==> config.mk <==
export PLATFORM = sky130hd
export DESIGN_NAME = safe_hart_sync_responder_flat
export DESIGN_NICKNAME = d
export VERILOG_FILES = /design/src/rtl/safe_hart_sync_responder_if.sv /design/src/rtl/safe_hart_sync_responder.sv /design/src/flat_wrapper.sv
export SDC_FILE = /design/constraint.sdc
export NUM_CORES = 1
export LEC_CHECK = 0
export CAP_MARGIN = 10
export CORE_MARGIN = 2
export CORE_UTILIZATION = 55
export CTS_BUF_LIST = sky130_fd_sc_hd__clkbuf_2
export CTS_CLUSTER_SIZE = 12
export DETAILED_ROUTE_END_ITERATION = 7
export DONT_BUFFER_PORTS = 1
export PLACE_DENSITY = 0.73
export SYNTH_ARGS = -nofsm -noshare
export SYNTH_HDL_FRONTEND = slang
export SYNTH_SLANG_ARGS = --single-unit
==> constraint.sdc <==
create_clock -name clk_i -period 2.1 [get_ports clk_i]
set_input_delay 0.105 -clock clk_i [delete_from_list [all_inputs] [get_ports clk_i]]
set_output_delay 0.105 -clock clk_i [all_outputs]
set_load 0.02 [all_outputs]
==> src/rtl/safe_hart_sync_responder_if.sv <==
// Purpose: controller- and core-facing signals of one hart's safe-mode halt/sync responder.
// Latency: wiring only.
// Backpressure: none; every signal is a level.
interface safe_hart_sync_responder_if;
   // controller -> responder
   logic safe_mode_i;
   logic master_core_i;
   logic interrupt_halt_i;
   logic interrupt_sync_i;
   // core -> responder
   logic core_halted_i;
   logic core_wfi_i;
   logic core_irq_ack_i;
   // responder -> core
   logic core_halt_req_o;
   logic core_irq_o;
   // responder -> controller
   logic halt_ack_o;
   logic hart_wfi_o;
   logic hart_intc_ack_o;
   logic timeout_err_o;

   // the responder itself
   modport slave (
      input  safe_mode_i, master_core_i, interrupt_halt_i, interrupt_sync_i,
      input  core_halted_i, core_wfi_i, core_irq_ack_i,
      output core_halt_req_o, core_irq_o,
      output halt_ack_o, hart_wfi_o, hart_intc_ack_o, timeout_err_o
   );

   // whoever drives the responder (controller plus core, or a bench)
   modport master (
      output safe_mode_i, master_core_i, interrupt_halt_i, interrupt_sync_i,
      output core_halted_i, core_wfi_i, core_irq_ack_i,
      input  core_halt_req_o, core_irq_o,
      input  halt_ack_o, hart_wfi_o, hart_intc_ack_o, timeout_err_o
   );
endinterface

==> src/rtl/safe_hart_sync_responder.sv <==
// Purpose: hart-side agent of the safe-mode halt/sync handshake; drives core halt/irq, reports acks, wfi and timeout.
// Latency: every output is registered and changes on the edge at which the state (or the wfi filter) changes.
// Backpressure: none; level handshakes, HALT_REQ/SYNC_IRQ give up after TIMEOUT_CYCLES into a sticky ERROR.
module safe_hart_sync_responder #(
   parameter int TIMEOUT_CYCLES = 1024,
   parameter int WFI_STABLE     = 2
) (
   input logic                        clk_i,
   input logic                        rst_i,
   safe_hart_sync_responder_if.slave  bus
);

   localparam int TW = $clog2(TIMEOUT_CYCLES + 1);
   localparam int WW = $clog2(WFI_STABLE + 1);
   localparam logic [TW-1:0] TMO_LAST = TW'(TIMEOUT_CYCLES - 1);
   localparam logic [TW-1:0] TMO_MAX  = TW'(TIMEOUT_CYCLES);
   localparam logic [WW-1:0] WFI_MAX  = WW'(WFI_STABLE);

   typedef enum logic [2:0] {
      IDLE,
      HALT_REQ,
      HALTED,
      WAIT_SYNC,
      SYNC_IRQ,
      SYNC_ACK,
      ERROR
   } state_e;

   state_e         state_q, state_d;
   logic [TW-1:0]  tmo_cnt_q;
   logic [WW-1:0]  wfi_cnt_q;
   logic           tmo_hit;

   // The counter reaches TMO_LAST in the final allowed cycle of a timed state.
   assign tmo_hit = (tmo_cnt_q == TMO_LAST);

   // Next-state decode; exit conditions are checked before the timeout so they win in the last cycle.
   always_comb begin
      state_d = state_q;
      unique case (state_q)
         IDLE: begin
            if (bus.interrupt_halt_i && bus.safe_mode_i && !bus.master_core_i) state_d = HALT_REQ;
            else if (bus.interrupt_sync_i)                                     state_d = SYNC_IRQ;
         end
         HALT_REQ: begin
            if (bus.core_halted_i)     state_d = HALTED;
            else if (!bus.safe_mode_i) state_d = IDLE;
            else if (tmo_hit)          state_d = ERROR;
         end
         HALTED: begin
            if (!bus.core_halted_i) state_d = WAIT_SYNC;
         end
         WAIT_SYNC: begin
            if (bus.interrupt_sync_i)  state_d = SYNC_IRQ;
            else if (!bus.safe_mode_i) state_d = IDLE;
         end
         SYNC_IRQ: begin
            if (bus.core_irq_ack_i) state_d = SYNC_ACK;
            else if (tmo_hit)       state_d = ERROR;
         end
         SYNC_ACK: begin
            if (!bus.interrupt_sync_i) state_d = IDLE;
         end
         ERROR: begin
            if (!bus.safe_mode_i) state_d = IDLE;
         end
         default: state_d = IDLE;
      endcase
   end

   // State, timeout counter and FSM outputs; outputs are decoded from the next state so they land with it.
   always_ff @(posedge clk_i) begin
      if (rst_i) begin
         state_q             <= IDLE;
         tmo_cnt_q           <= '0;
         bus.core_halt_req_o <= 1'b0;
         bus.halt_ack_o      <= 1'b0;
         bus.core_irq_o      <= 1'b0;
         bus.hart_intc_ack_o <= 1'b0;
         bus.timeout_err_o   <= 1'b0;
      end else begin
         state_q <= state_d;
         if (state_d != state_q)
            tmo_cnt_q <= '0;
         else if ((state_q == HALT_REQ || state_q == SYNC_IRQ) && tmo_cnt_q != TMO_MAX)
            tmo_cnt_q <= tmo_cnt_q + 1'b1;
         bus.core_halt_req_o <= (state_d == HALT_REQ);
         bus.halt_ack_o      <= (state_d == HALTED);
         bus.core_irq_o      <= (state_d == SYNC_IRQ);
         bus.hart_intc_ack_o <= (state_d == SYNC_ACK);
         bus.timeout_err_o   <= (state_d == ERROR);
      end
   end

   // WFI glitch filter, independent of the FSM: asserts once wfi has been seen WFI_STABLE edges in a row.
   always_ff @(posedge clk_i) begin
      if (rst_i) begin
         wfi_cnt_q      <= '0;
         bus.hart_wfi_o <= 1'b0;
      end else begin
         if (!bus.core_wfi_i)        wfi_cnt_q <= '0;
         else if (wfi_cnt_q != WFI_MAX) wfi_cnt_q <= wfi_cnt_q + 1'b1;
         bus.hart_wfi_o <= bus.core_wfi_i && (wfi_cnt_q == WFI_MAX);
      end
   end

endmodule

==> src/flat_wrapper.sv <==
// flat-port wrapper written by rule: the top's interface ports become plain ports
module safe_hart_sync_responder_flat 
#(
   parameter int TIMEOUT_CYCLES = 1024,
   parameter int WFI_STABLE     = 2
)
  (clk_i, rst_i, bus_safe_mode_i, bus_master_core_i, bus_interrupt_halt_i, bus_interrupt_sync_i, bus_core_halted_i, bus_core_wfi_i, bus_core_irq_ack_i, bus_core_halt_req_o, bus_core_irq_o, bus_halt_ack_o, bus_hart_wfi_o, bus_hart_intc_ack_o, bus_timeout_err_o);
  safe_hart_sync_responder_if bus_i ();
  input logic clk_i;
  input logic rst_i;
  input wire logic [$bits(bus_i.safe_mode_i)-1:0] bus_safe_mode_i;
  input wire logic [$bits(bus_i.master_core_i)-1:0] bus_master_core_i;
  input wire logic [$bits(bus_i.interrupt_halt_i)-1:0] bus_interrupt_halt_i;
  input wire logic [$bits(bus_i.interrupt_sync_i)-1:0] bus_interrupt_sync_i;
  input wire logic [$bits(bus_i.core_halted_i)-1:0] bus_core_halted_i;
  input wire logic [$bits(bus_i.core_wfi_i)-1:0] bus_core_wfi_i;
  input wire logic [$bits(bus_i.core_irq_ack_i)-1:0] bus_core_irq_ack_i;
  output wire logic [$bits(bus_i.core_halt_req_o)-1:0] bus_core_halt_req_o;
  output wire logic [$bits(bus_i.core_irq_o)-1:0] bus_core_irq_o;
  output wire logic [$bits(bus_i.halt_ack_o)-1:0] bus_halt_ack_o;
  output wire logic [$bits(bus_i.hart_wfi_o)-1:0] bus_hart_wfi_o;
  output wire logic [$bits(bus_i.hart_intc_ack_o)-1:0] bus_hart_intc_ack_o;
  output wire logic [$bits(bus_i.timeout_err_o)-1:0] bus_timeout_err_o;
  assign bus_i.safe_mode_i = bus_safe_mode_i;
  assign bus_i.master_core_i = bus_master_core_i;
  assign bus_i.interrupt_halt_i = bus_interrupt_halt_i;
  assign bus_i.interrupt_sync_i = bus_interrupt_sync_i;
  assign bus_i.core_halted_i = bus_core_halted_i;
  assign bus_i.core_wfi_i = bus_core_wfi_i;
  assign bus_i.core_irq_ack_i = bus_core_irq_ack_i;
  assign bus_core_halt_req_o = bus_i.core_halt_req_o;
  assign bus_core_irq_o = bus_i.core_irq_o;
  assign bus_halt_ack_o = bus_i.halt_ack_o;
  assign bus_hart_wfi_o = bus_i.hart_wfi_o;
  assign bus_hart_intc_ack_o = bus_i.hart_intc_ack_o;
  assign bus_timeout_err_o = bus_i.timeout_err_o;
  safe_hart_sync_responder #(.TIMEOUT_CYCLES(TIMEOUT_CYCLES), .WFI_STABLE(WFI_STABLE)) u_core (.clk_i(clk_i), .rst_i(rst_i), .bus(bus_i));
endmodule
==> results.toml, run 1 <==
[timing]
fin_crit_sh = 0.904
hold_viol = 0
holdWs_ns = 0.0361
timing.fmax_mhz = 527
finalClockSkew_ns = 0.00452
rsz0062_at_grt = "no"
tightestPinTransition_ns = 0.606
maxSlewViolCount = 0
timing.setup.tns_ns = 0
max_slew_margin = 0.595
post-route-min-period_ns = 1.90
setup_violations = 0

[pwr]
peakVddDrop_mv = 0.685
p_switching_uw = 365
power.internal_uw = 781
sw_frac_of_total = 0.318
seq_power_share = 0.446
leakagePower_uw = 0.000505
powerDensity_nw_per_um2 = 834
clockPowerShare = 0.253
total_power_uw = 1150
p_comb_frac = 0.301

[clocking]
clkTransAtPathRegs_ns = 0.20
cts_buffer_depth = 2
clk_latency_ns = 0.33
cts_made_buffers = 3
cts_htree_levels = 1
post_cts_buffers = 0
cts_tree = "yes"
cts.sinks = 22
cts_resized = 0
root_buffer = "clkbuf_2"

[placement]
gp_congestion = 0.935
placed_area_um2 = 1310
detailed_place_hpwl_mm = 1.79
io_buffers = 0

[floorplan]
die_w_um = 51.8
num_rows = 17
start_util = 0.573
die_height_um = 51.8
io_pins = 15
core_um2 = 2190
die_area_um2 = 2680

[synth]
yosys.area_share.simple = 0.319
synth_mux_area_frac = 0.0289
syn-num-nets = 157
synth-xor-area-share = 0.0837
ys_ff_latch = 22
ys.flop_type = "dfxtp_1"
ys_warn_count = 0
synth_cell_type_count = 47
async_flop_share = 0
synth_top_cell_area_share = 0.351
synth_area_leaders = "dfxtp_1 35%, nor2_2 5.0%, xnor2_1 4.2%"
synth_compound_area_frac = 0.134
synth-edff-count = 0
synth_top_family_by_area = "simple AND/OR/NAND/NOR gates"
netlist_instances = 145
yosysMostFrequentCell = "dfxtp_1"
synth_fa_ha_area_frac = 0.0299
synth.largest_area_cell = "dfxtp_1"
synth_area_um2 = 1250
synth_commonest_cells = "22 x dfxtp_1, 13 x nor2_1, 10 x nor2_2"
syn_avg_cell_area_um2 = 8.65
yosysSeqAreaShare = 0.351

[detailed_routing]
viasPerCell = 5.66
first_pass_iters = 5
final_antenna_net_count = 0
wl_per_cell_um = 13.4
detail_route.wirelength_mm = 2.39
dr.first_iter.drc_count = 10
drc = 0
vias = 1008

[worst_setup_path]
worst_ep_required_time_ns = 2.38
startpoint_type = "flip-flop"
critical_path_class = "reg -> reg"
arrival_ns = 2.18
reg2reg_depth = 7
end_kind = "flip-flop"
critPathMaxFanout = 10

[finish]
multi_input_area_um2 = 754
drive_above_1_share = 0.173
design_area_um2 = 1380
n_antenna_cell = 0
final_core_utilization = 0.628
area_growth_syn_to_layout_pct = 9.57
nets = 163
seq_area_um2 = 440
fillers = 188

[grt]
grt_usage = 0.199
grt_pass1_vias = 948
grt_max_degree = 18
grt_pass1_wl_mm = 4.01
antenna_found_initial = 0
grt-ovfl-total = 0

[worst_hold_path]
holdPathStages = 3
min_path_type = "in -> reg"

[flow_run]
maxCapViolCount = 0

[run_status]
status = "completed"
## per-stage QoR
stage	instances	worst slack [ns]
after global placement	172	0.288
after detailed placement	172	0.229
final	178	0.202
after global routing	178	0.0274
after CTS	178	0.195
after floorplan	145	0.388
## power groups by stage
stage	Combinational [uW]	Clock [uW]	Sequential (uW)
after floorplan	286	0	500
after global placement	334	0	516
after detailed placement	338	0	520
after CTS	346	299	510
after global routing	386	317	516
final	345	290	511
## logic make-up (layout without fill, tap and decap cells)
kind of cell	Yosys count	in the layout
flip-flops	22	22
buffers and inverters	13	18
AO/OA/AOI/OAI	24	24
AND/OR/NAND/NOR	68	68
XOR/XNOR	12	12
adder cells (fa/ha/maj)	3	3
multiplexers	3	3
## registers in the layout (all words and copies together), names as in the netlist
name	count
u_core.bus.core_halt_req_o	1
u_core.bus.halt_ack_o	1
u_core.bus.core_irq_o	1
u_core.state_q	3
u_core.tmo_cnt_q	11
u_core.bus.timeout_err_o	1
u_core.wfi_cnt_q	2
u_core.bus.hart_intc_ack_o	1
u_core.bus.hart_wfi_o	1
## critical path, stage by stage, from the launching register on
cell	delay [ns]
dfxtp_1	0.54
buf_4	0.23
nor2b_1	0.06
mux2_1	0.30
a22oi_1	0.17
o311ai_2	0.24
buf_12	0.22
nor2_2	0.09
## cell type report
class                           instances  area share
Inverter                                6      0.0164
Timing Repair Buffer                    8      0.0564
Tap cell                               28      0.0255
Multi-Input combinational cell        110       0.549
Sequential cell                        22       0.320
Clock inverter                          1      0.0218
Clock buffer                            3      0.0109
## repair_timing
action / 4_1_cts / 5_1_grt
hold buffers: 2 / 0
endpoints found under the hold margin: 9 / 0
setup endpoints to repair: 0 / 0
## worst paths after layout
| path | from | to | slack (ns) |
|---|---|---|---|
| min reg2reg | u_core.wfi_cnt_q[0]$_SDFFE_PP0P_ | u_core.wfi_cnt_q[0]$_SDFFE_PP0P_ | 0.54 |
| min | bus_safe_mode_i | u_core.bus.halt_ack_o$_SDFF_PP0_ | 0.04 |
| max reg2reg | u_core.state_q[2]$_SDFF_PP0_ | u_core.tmo_cnt_q[9]$_SDFFE_PP0P_ | 0.20 |
| max | u_core.state_q[2]$_SDFF_PP0_ | u_core.tmo_cnt_q[9]$_SDFFE_PP0P_ | 0.20 |
## placed cells by master (no fill, tap or decap), types with 2 or more instances in the layout
cell type	n
nor2_1	13
o21ai_1	2
nor3b_1	2
nand2_1	9
nor3_1	2
dfxtp_1	22
o21ai_0	4
inv_1	5
nand3_1	2
nand4_1	3
nor2b_1	5
buf_4	5
and4_1	2
xnor2_1	6
a21oi_1	7
dlygate4sd3_1	2
nor2_2	10
nor4_1	3
a211o_1	2
ha_1	3
nand2b_1	3
nor4bb_1	2
xor2_1	6
nand3b_1	3
clkbuf_2	3
## metal layers
layer	GRT usage	wire length, um
met1	0.255	1150
met2	0.325	1100
met3	0.0546	110
met4	0.0614	16
met5	0	0
(Power assumes the default switching activity.)
==> run 2, diff against run 1 <==
CORE_UTILIZATION = 65   (was 55)
CTS_CLUSTER_SIZE = unset   (was 12)
PLACE_DENSITY = 0.84   (was 0.73)
==> run 2 against run 1 <==
Against the previous run:
- largest cell class unchanged
- sequential power grew 1%
- clock skew grew 0.011 ns
- final area shrank 2.1%
- cell count shrank 3.4%
- critical path depth shrank 2
- sequential share of layout area grew 0.68 points
- combinational power shrank 6.1%
- first-iteration DRC count grew to 2.8 times the previous value
- clock-buffer cell count is the same
- maximum frequency shrank 6.4%
- routed wire length grew 5.5%
==> results.toml, run 2 (synthesized netlist as in run 1, its figures left out) <==
[run_status]
status = "completed"

[timing]
fin_crit_sh = 0.966
max_slew_margin = 0.529
tightestPinTransition_ns = 0.704
setup_violations = 0
finalClockSkew_ns = 0.0154
hold_viol = 0
holdWs_ns = 0.0542
maxSlewViolCount = 0
rsz0062_at_grt = "no"
timing.setup.tns_ns = 0
post-route-min-period_ns = 2.03
timing.fmax_mhz = 493

[clocking]
cts.sinks = 22
cts_buffer_depth = 2
clk_latency_ns = 0.35
clkTransAtPathRegs_ns = 0.22
post_cts_buffers = 0
cts_tree = "yes"
cts_made_buffers = 3
root_buffer = "clkbuf_2"
cts_htree_levels = 1

[worst_setup_path]
reg2reg_depth = 5
arrival_ns = 2.31
critPathMaxFanout = 17
critPathMaxStageDelay_ns = 0.74
worstSetupPathDepth = 5
cpLargestDelayFamily = "compound AO/OA/AOI/OAI gates"
cp_slowest_cell = "dfxtp_1"
cp_cell_sequence = "nor4bb_1 -> o21ai_0 -> a22oi_1 -> o311ai_4 -> a21oi_1"
cp_num_buf_inv = 0
critical_path_class = "reg -> reg"
startpoint_type = "flip-flop"
end_kind = "flip-flop"
worst_ep_required_time_ns = 2.38

[detailed_routing]
dr_wl_met3_um = 142
detail_route.wirelength_mm = 2.52
vias = 1029
viasPerCell = 5.98
drt-met1-wl_mm = 1.15
wl_per_cell_um = 14.6
drc = 0
wl_met2_mm = 1.18
final_antenna_net_count = 0
first_pass_iters = 4
topRoutingLayerUsed = "met4"
dr.first_iter.drc_count = 28

[grt]
grt_pass1_vias = 927
grt_usage = 0.255
antenna_found_initial = 0
grt_pass1_wl_mm = 3.98
grt-ovfl-total = 0
grt_max_degree = 18

[finish]
top_register = "u_core.tmo_cnt_q"
drive_above_1_share = 0.156
top_regs = "u_core.tmo_cnt_q (11), u_core.state_q (3), u_core.wfi_cnt_q (2)"
largest_register_ffs = 11
nets = 160
n_antenna_cell = 0
area_growth_syn_to_layout_pct = 7.28
final_common_cell = "dfxtp_1"
most-common-layout-cells = "22 x dfxtp_1, 13 x nor2_1, 10 x nor2_2"

[floorplan]
die_area_um2 = 2300
die_height_um = 47.9
core_um2 = 1760
start_util = 0.711
io_pins = 15
num_rows = 15
die_w_um = 47.9

[pwr]
peakVddDrop_mv = 0.834
leakagePower_uw = 0.000485
total_power_uw = 1140
powerDensity_nw_per_um2 = 846

[worst_hold_path]
min_path_type = "in -> reg"
holdPathStages = 3

[flow_run]
maxCapViolCount = 0

[placement]
detailed_place_hpwl_mm = 1.79
io_buffers = 0
gp_congestion = 0.881
-- run 2: tightest hold or removal path: cells and delay by family --
kind,cells,cell delay [ns]
AO/OA/AOI/OAI,2,0.19
AND/OR/NAND/NOR,1,0.06
-- run 2: per-layer routing --
metal	track usage	up-vias
met5	0	-
met4	0.119	0
met3	0.0642	7
met2	0.405	40
met1	0.323	471
li1	-	511
-- run 2: final timing paths --
path	start	to	slack (ns)
max	u_core.state_q[0]$_SDFF_PP0_	u_core.tmo_cnt_q[2]$_SDFFE_PP0P_	0.07
min	bus_safe_mode_i	u_core.bus.halt_ack_o$_SDFF_PP0_	0.05
max reg2reg	u_core.state_q[0]$_SDFF_PP0_	u_core.tmo_cnt_q[2]$_SDFFE_PP0P_	0.07
min reg2reg	u_core.wfi_cnt_q[1]$_SDFFE_PP0P_	u_core.wfi_cnt_q[1]$_SDFFE_PP0P_	0.53
-- run 2: area by class of cell --
class	instances	area (um2)
Multi-Input combinational cell	110	764
Sequential cell	22	440
Fill cell	139	418
Timing Repair Buffer	5	42.5
Tap cell	25	31.3
Clock inverter	1	30.0
Inverter	6	22.5
Clock buffer	3	15.0
-- run 2: per-stage QoR --
| step | worst slack [ns] | cells | area (um2) | utilization |
|---|---|---|---|---|
| 2_1_floorplan | 0.388 | 145 | 1250 | - |
| 3_5_place_dp | 0.0979 | 166 | 1270 | 0.721 |
| 3_3_place_gp | 0.203 | 166 | 1270 | 0.721 |
| 4_1_cts | 0.0530 | 172 | 1340 | 0.757 |
| 5_1_grt | 0.00347 | 172 | 1350 | 0.763 |
| 6_report | 0.0719 | 172 | 1350 | 0.763 |
-- run 2: where the power goes --
part           switching [uW]  internal (uW)  total (uW)  leakage, uW
clock network             133            164         298    0.0000266
logic                     181            143         324     0.000280
registers                62.7            454         517     0.000179
total                     377            762        1140     0.000485
-- run 2: timing repair --
action | in CTS | in global routing
gates resized for setup | 0 | 1
endpoints found under the setup margin | 0 | 10
hold buffers | 2 | 0
hold endpoints to repair | 11 | 0
==> run 3, diff against run 2 <==
CORE_UTILIZATION = 30   (was 65)
PLACE_DENSITY = 0.47   (was 0.84)
==> run 3 against run 2 <==
Against the previous run:
- critical path depth up 1
- sequential share of layout area down 1.5 points
- total power up 2.0%
- non-clock buffer count up 6
- final area up 4.9%
- routed wire length down 0.95%
- critical path type unchanged
- largest cell class unchanged
- highest routed layer unchanged
==> results.toml, run 3 (synthesized netlist as in run 1, its figures left out) <==
[run_status]
status = "completed"

[grt]
grt_max_degree = 18
grt-ovfl-total = 0
antenna_found_initial = 0
grt_pass1_vias = 922
grt_usage = 0.119
grt_pass1_wl_mm = 4.19

[timing]
hold_viol = 0
timing.setup.tns_ns = 0
rsz0062_at_grt = "no"
timing.fmax_mhz = 529
tightestPinTransition_ns = 0.467
post-route-min-period_ns = 1.89
setup_violations = 0
max_slew_margin = 0.688
finalClockSkew_ns = 0.00304
maxSlewViolCount = 0
fin_crit_sh = 0.900

[worst_setup_path]
worst_ep_required_time_ns = 2.39
startpoint_type = "flip-flop"
critical_path_class = "reg -> reg"
end_kind = "flip-flop"
crit-reg2reg-launch = "u_core.state_q[1]$_SDFF_PP0_"
startpoint = "u_core.state_q[1]$_SDFF_PP0_"
critPathMaxFanout = 7
arrival_ns = 2.18
reg2reg_setup_slack_ns = 0.21

[clocking]
clk_latency_ns = 0.33
cts_htree_levels = 1
post_cts_buffers = 0
cts_made_buffers = 3
cts_buffer_depth = 2
cts_tree = "yes"
root_buffer = "clkbuf_2"
postCtsHoldBufs = 2
cts_resized = 0
clkTransAtPathRegs_ns = 0.22
cts.sinks = 22

[pwr]
leakagePower_uw = 0.000513
powerDensity_nw_per_um2 = 822
peakVddDrop_mv = 0.293

[floorplan]
io_pins = 15
core_um2 = 4000
num_rows = 23
die_w_um = 68.7
die_height_um = 68.7
die_area_um2 = 4720
start_util = 0.314

[detailed_routing]
detail_route.wirelength_mm = 2.49
drc = 0
wl_met2_mm = 1.09
final_antenna_net_count = 0
viasPerCell = 4.93
wl_per_cell_um = 12.3
topRoutingLayerUsed = "met4"
first_pass_iters = 6
drt-met1-wl_mm = 1.30
vias = 1000
dr_wl_met3_um = 84
dr.first_iter.drc_count = 49

[worst_hold_path]
min_path_type = "in -> reg"
min_from = "bus_safe_mode_i"

[finish]
drive_above_1_share = 0.190
most-common-layout-cells = "22 x dfxtp_1, 13 x nor2_1, 10 x nor2_2"
top_regs = "u_core.tmo_cnt_q (11), u_core.state_q (3), u_core.wfi_cnt_q (2)"
area_growth_syn_to_layout_pct = 12.6
fillers = 427
fin_cells = 203
final_common_cell = "dfxtp_1"
largest_register_ffs = 11
nets = 166
n_antenna_cell = 0
top_register = "u_core.tmo_cnt_q"

[placement]
io_buffers = 0
gp_congestion = 0.775
dp.cells = 197
detailed_place_hpwl_mm = 1.90

[flow_run]
maxCapViolCount = 0
run 3: final timing paths:
path	cells after the start	to
setup reg to reg	6	u_core.tmo_cnt_q[2]$_SDFFE_PP0P_
hold / removal	3	u_core.bus.core_halt_req_o$_SDFF_PP0_
setup / recovery	6	u_core.tmo_cnt_q[2]$_SDFFE_PP0P_
hold reg to reg	2	u_core.wfi_cnt_q[1]$_SDFFE_PP0P_
run 3: cell type report:
class	instances	area (um2)	area share
inverter	6	22.5	0.0159
clock buffer	3	15.0	0.0106
tap	50	62.6	0.0443
timing repair buffer	11	87.6	0.0620
clock inverter	1	30.0	0.0213
multi-input combinational	110	754	0.534
sequential	22	440	0.312
run 3: per-layer routing:
metal  track usage  vias to the layer above
li1              -                      525
met1         0.163                      455
met2         0.177                       16
met3        0.0227                        4
met4        0.0600                        0
met5             0                        -
run 3: where the power goes:
group | internal (uW) | leakage [uW] | switching (uW)
sequential | 454 | 0.000179 | 61.8
combinational | 167 | 0.000308 | 178
clock | 164 | 0.0000266 | 136
run 3: worst max-delay path, cell delays in order (launching register included):
cell and delay, ns:
dfxtp_1 0.42, mux2_4 0.31, o221a_1 0.25, a311oi_2 0.35, o311ai_2 0.19, buf_4 0.21
a21oi_1 0.11
run 3: per-stage QoR:
stage	total power [uW]	hold WS (ns)	setup slack (ns)	utilization	area, um2
finish	1160	0.0530	0.210	0.353	1410
CTS	1170	0.0392	0.208	0.353	1410
detailed placement	866	0.184	0.270	0.337	1350
global route	1240	0.0328	0.0733	0.353	1410
floorplan	786	0.177	0.388	-	1250
global placement	864	0.179	0.245	0.337	1350
